**src/rtl/uart_tx_arbiter.sv**
```systemverilog
// Round-robin arbiter that multiplexes byte-stream packets from NUM_REQ requesters onto one UART transmitter.
// Optional macro UART_ARB_HEADER_EN prefixes each packet with an ID byte (8'hA0 | grant_id).
module uart_tx_arbiter #(
  parameter int unsigned NUM_REQ  = 2,
  parameter int unsigned ID_WIDTH = $clog2(NUM_REQ)
) (
  input  logic                   clk,
  input  logic                   rst,
  input  logic [NUM_REQ-1:0]     req_axiiv,
  input  logic [8*NUM_REQ-1:0]   req_axiid,
  input  logic [NUM_REQ-1:0]     req_axiilast,
  output logic [NUM_REQ-1:0]     req_axiready,
  output logic                   uart_axiov,
  output logic [7:0]             uart_axiod,
  input  logic                   uart_axiready,
  output logic [ID_WIDTH-1:0]    grant_id,
  output logic                   busy
);

  localparam int unsigned BYTE_W = 8;

`ifdef UART_ARB_HEADER_EN
  localparam logic [BYTE_W-1:0] HDR_BASE = 8'hA0;
  typedef enum logic [1:0] {S_IDLE, S_HEADER, S_PASS} state_t;
`else
  typedef enum logic [1:0] {S_IDLE, S_PASS} state_t;
`endif

  state_t              state_q, state_d;
  logic [ID_WIDTH-1:0] grant_q, grant_d;
  logic [ID_WIDTH-1:0] last_grant_q, last_grant_d;
  logic                buf_valid_q, buf_valid_d;
  logic [BYTE_W-1:0]   buf_data_q, buf_data_d;

  logic [BYTE_W-1:0]   req_byte [NUM_REQ];
  logic                buf_free;
  logic                pick_found;
  logic [ID_WIDTH-1:0] pick_id;
  logic [31:0]         rr_idx;

  for (genvar g = 0; g < NUM_REQ; g++) begin : g_unpack
    assign req_byte[g] = req_axiid[BYTE_W*g +: BYTE_W];
  end

  assign buf_free = !buf_valid_q || uart_axiready;

  // First valid requester in round-robin order after the last completed grant
  always_comb begin
    pick_found = 1'b0;
    pick_id    = '0;
    rr_idx     = '0;
    for (int unsigned i = 1; i <= NUM_REQ; i++) begin
      rr_idx = 32'(last_grant_q) + 32'(i);
      if (rr_idx >= 32'(NUM_REQ)) rr_idx = rr_idx - 32'(NUM_REQ);
      if (!pick_found && req_axiiv[ID_WIDTH'(rr_idx)]) begin
        pick_found = 1'b1;
        pick_id    = ID_WIDTH'(rr_idx);
      end
    end
  end

  always_comb begin
    state_d      = state_q;
    grant_d      = grant_q;
    last_grant_d = last_grant_q;
    buf_valid_d  = buf_valid_q && !uart_axiready;
    buf_data_d   = buf_data_q;
    req_axiready = '0;

    case (state_q)
      S_IDLE: begin
        if (pick_found) begin
          grant_d = pick_id;
`ifdef UART_ARB_HEADER_EN
          state_d = S_HEADER;
`else
          state_d = S_PASS;
`endif
        end
      end
`ifdef UART_ARB_HEADER_EN
      S_HEADER: begin
        if (buf_free) begin
          buf_valid_d = 1'b1;
          buf_data_d  = HDR_BASE | BYTE_W'(grant_q);
          state_d     = S_PASS;
        end
      end
`endif
      S_PASS: begin
        // Ready is masked while reset is asserted so nothing appears accepted
        req_axiready[grant_q] = buf_free && rst;
        if (req_axiiv[grant_q] && buf_free) begin
          buf_valid_d = 1'b1;
          buf_data_d  = req_byte[grant_q];
          if (req_axiilast[grant_q]) begin
            last_grant_d = grant_q;
            state_d      = S_IDLE;
          end
        end
      end
      default: state_d = S_IDLE;
    endcase
  end

  always_ff @(posedge clk) begin
    if (!rst) begin
      state_q      <= S_IDLE;
      grant_q      <= '0;
      last_grant_q <= ID_WIDTH'(NUM_REQ - 1);
      buf_valid_q  <= 1'b0;
      buf_data_q   <= '0;
    end else begin
      state_q      <= state_d;
      grant_q      <= grant_d;
      last_grant_q <= last_grant_d;
      buf_valid_q  <= buf_valid_d;
      buf_data_q   <= buf_data_d;
    end
  end

  assign uart_axiov = buf_valid_q;
  assign uart_axiod = buf_data_q;
  assign grant_id   = grant_q;
  assign busy       = (state_q != S_IDLE) || buf_valid_q;

endmodule

```
**config.mk**
```make
export PLATFORM = sky130hd
export DESIGN_NAME = uart_tx_arbiter
export DESIGN_NICKNAME = d
export VERILOG_FILES = /design/src/rtl/uart_tx_arbiter.sv
export SDC_FILE = /design/constraint.sdc
export NUM_CORES = 1
export LEC_CHECK = 0
export CORE_AREA = 2 2 39 41
export DETAILED_ROUTE_END_ITERATION = 10
export DIE_AREA = 0 0 41 43
export DONT_BUFFER_PORTS = 1
export PLACE_DENSITY_LB_ADDON = 0.1
export SYNTH_ARGS = -nofsm -noshare
export SYNTH_HDL_FRONTEND = slang
export SYNTH_SLANG_ARGS = --single-unit
```
**constraint.sdc**
```tcl
create_clock -name clk -period 2.3 [get_ports clk]
set_input_delay 0.345 -clock clk [delete_from_list [all_inputs] [get_ports clk]]
set_output_delay 0.345 -clock clk [all_outputs]
set_load 0.02 [all_outputs]
```
== Word level (Yosys, flattened, before mapping) ==
Index checks and enable logic that the tools add are counted.

* Bits in registers: 13
* Input port bits: 23
* Logic and storage cells: 64

* $add $sub $neg: 4
* Magnitude comparators: 7
* Eq/ne operators: 4
* Multiplexer cells: 26
* Bitwise gates (word level): 2
* Reduce and logical (&&, ||, !) cells: 16

{| class="wikitable"
|+ Operators by type and width
! operator !! number
|-
| $mux 8 || 3
|-
| $mux 1 || 17
|-
| $mux 2 || 4
|-
| $lt 1x2->1 const B || 3
|-
| $ne 2x2->1 const B || 3
|-
| $reduce_and 3->1 || 2
|-
| $logic_and 1x1->1 || 5
|-
| $ge 2x2->1 const B || 2
|-
| $pmux 2 s2 || 1
|-
| $reduce_and 2->1 || 2
|-
| $add 1x2->3 const B || 1
|-
| $ge 3x2->1 const B || 1
|-
| $logic_not 1->1 || 3
|-
| $add 1x1->2 const B || 1
|-
| $and 2x2->2 || 1
|-
| $eq 2x1->1 const B || 1
|-
| $logic_not 2->1 || 1
|-
| $logic_or 1x1->1 || 2
|-
| $not 1->2 || 1
|-
| $reduce_bool 2->1 || 1
|-
| $sub 1x1->1 const B || 2
|-
| $demux 1 s1 || 1
|-
| $ge 1x1->1 const B || 1
|}

== Depth between registers and ports, before layout ==
* Depth in word-level cells: 11
* Gate-level depth with buffers: 4
* Gate-level depth less buffers: 3

== Least setup slack after synthesis ==
No wires, ideal clock.

* Path type: register -> output
* Start point: reg grant_q (netlist: grant_id)
* End point: out req_axiready[1]
* Data arrival time: 1,283 ps
* Path slack: 672 ps
* Cell stages (with the launch flop): 3
* Buffers on the path: 1
* Path through: dfxtp_1 -> buf_4 -> nor3b_1

* Longest elaborated chain between the ends: 6

{| class="wikitable"
|+ Ends and longest elaborated chain
! element !! RTL line !! source
|-
| from (decl) || 30 || <nowiki>logic [ID_WIDTH-1:0] grant_q, grant_d;</nowiki>
|-
| from (signal assigned) || 115 || <nowiki>grant_q <= grant_d;</nowiki>
|-
| $lt 1x2->1 (implied by the code) or $ge 1x1->1 (tied branches) || 92 || <nowiki>req_axiready[grant_q] = buf_free && rst;</nowiki>
|-
| $logic_and 1x1->1 || 92 ||
|-
| $mux 1 (implied by the code) || 92 ||
|-
| $demux 1 s1 (*) || 92 ||
|-
| $and 2x2->2 (no line) (*) || n/a ||
|-
| $mux 2 (*) || 70 || <nowiki>case (state_q)</nowiki>
|-
| to (decl) || 12 || <nowiki>output logic [NUM_REQ-1:0] req_axiready,</nowiki>
|}

Mark *: on every way between the ends. The rest lies on a longest branch, timed or not.

== Final worst setup path ==
Same ends and word-level chain as after synthesis.

==> results.tsv <==
metric	value	unit
status	finished, final reports clean	
antenna_found_initial	0	
drt_iter0_drc	1	
min_period_over_period	75.72	%
nets	98	
r2r-end	uart_axiod[5]	
reg2reg_depth	3	
leakage	0.3077	nW
synth_nets	94	
path_class	reg2out	
vias	485	
vdd_drop_max	0.0002198	V
cp.required	1.96	ns
final-hold-violation-count	0	
clock-sinks	12	
place_ws	0.8230	ns
die-area	0.001763	mm^2
cts_setup_buffers	0	
fmax	0.5742	GHz
dp.final_hpwl	915	um
grt_pass1_vias	428	
layout_commonest_cell	nand2_1	
synth_xor_area_share	0	%
cts_tree	yes	
timing.hold.ws	0.1786	ns
hold_start	req_axiilast[0]	
slew_headroom	78.19	%
clk_latency	0.26	ns
netlist_area	643.1	um^2
synth_compound_area_share	5.837	%
port_buffers	0	
r2r_start	grant_id	
numCtsBuffers	3	
cts-root-buf	clkbuf_4	
ys_warn_count	0	
hold-path-endpoint	last_grant_q	
core_area	0.001384	mm^2
wl	1.196	mm
hold_depth	1	
maxCapViolations	0	
period_needed	1.742	ns
h-tree-depth	1	
worst_slew_pin_slew	0.3267	ns
critPathArrivalTime	1.40	ns
drc	0	
synthMuxAreaShare	30.35	%
route.detailed.wl_per_inst	13.44	um
cp-end-kind	output port	
yosysSeqAreaShare	37.35	%
grt.total_usage	14.85	%
synth-simple-area-share	21.01	%
grt_max_degree	19	
worst-r2r-setup-slack	0.92	ns
rsz0062_at_grt	no	
drive_above_1_share	23.29	%
dpl-instance-area	658.1	um^2
start_util	46.47	%
fp.dieW	41	um
final_cells	89	
num_io_pins	36	
area_growth	5.837	%
synth.avg_cell_area	9.058	um^2
hold_buffers	0	
via_per_inst	5.449	
clockBufferDepth	2	
synth_cells	71	
gr-total-overflow	0	
power.density	646.5	mW/mm^2
final_max_slew_viol_count	0	
final_util	49.19	%
setup_tns	0	ns
rows	14	
gp_congestion	0.6961	
postLayoutCellArea	680.7	um^2
die_y	43	um
synthAdderAreaFrac	0	%
dpl.cell_count	86	
crit_path_start_kind	flip-flop	
setup_viol	0	
post_synth_num_cell_types	24	
hp-class	in2reg	
layout_setup_ws	0.5584	ns
path_max_fanout	12	
final_antenna_net_count	0	
clk_pin_slew	0.07	ns
drt-pass1-iter-count	4	
mostFrequentLayoutCells	nand2_1 (18), dfxtp_1 (12), mux2i_1 (9), mux2_2 (8)	
grt_pass1_wl	1.794	mm
synth_top_family_by_area	multiplexers	
total_power	0.4401	mW
synth-seq-cells	12	
fin_worst_skew	0.001669	ns
ctsResizeCount	0	
n_antenna_cell	0	
-- area by class of cell --
cell class	count	area, um^2
well taps	16	20.02
fillers	145	703.2
inverters	2	7.507
flip-flops and latches	12	240.2
clock buffers	3	22.52
multi-input cells	53	367.9
repair buffers	3	22.52
-- power breakdown --
| group | internal [mW] | switching [mW] | total [mW] |
|---|---|---|---|
| clock | 0.0604 | 0.0651 | 0.125 |
| combinational | 0.0366 | 0.0310 | 0.0676 |
| sequential | 0.222 | 0.0253 | 0.247 |
-- critical path: stages, from the launching register on --
cell and delay, ns:
dfxtp_1 0.52, buf_4 0.26, nor3b_1 0.19, buf_4 0.17
-- Yosys cell counts, drive strengths merged --
cell | number | area, um^2
clkbuf | 1 | 3.750
nand2b | 1 | 6.260
nand2 | 18 | 67.56
nor3b | 1 | 7.510
inv | 2 | 7.510
nor2 | 2 | 7.510
mux2i | 9 | 90.09
a31oi | 1 | 6.260
o21ai | 1 | 5.000
dfxtp | 12 | 240.2
a21oi | 2 | 10.01
and3 | 1 | 6.260
nor3 | 2 | 10.01
nand3 | 1 | 10.01
nor2b | 1 | 6.260
a311oi | 1 | 8.760
nand3b | 1 | 7.510
buf | 3 | 23.77
o21a | 1 | 7.510
mux2 | 9 | 105.1
or2 | 1 | 6.260
-- sequential cells by signal, indices dropped and copies added, names as in the netlist --
| name | count |
|---|---|
| uart_axiod | 8 |
| grant_id | 1 |
| last_grant_q | 1 |
| state_q | 1 |
| uart_axiov | 1 |
-- cells by family (layout without fill, tap and decap cells) --
logic type | after synthesis | count (layout)
buf+inv | 6 | 8
compound gates | 6 | 6
flops | 12 | 12
mux | 18 | 18
simple gates | 29 | 29
-- worst max path at each step --
stage / slack [ns] / startpoint / endpoint
5_1_grt: 0.42 / grant_id / req_axiready[1]
6_report: 0.56 / grant_id / req_axiready[1]
3_3_place_gp: 0.84 / grant_id / req_axiready[1]
3_5_place_dp: 0.82 / grant_id / req_axiready[1]
4_1_cts: 0.52 / grant_id / req_axiready[1]
2_1_floorplan: 0.67 / grant_id / req_axiready[1]
-- per-layer routing --
metal  up-vias  GRT usage, %  wire [um]
li1        248             -          -
met4         0         6.000          0
met3         0         4.188        117
met2        20         20.63        565
met5         -             0          0
met1       217         20.98        513
Note: power is estimated with default switching activity, not from simulation.
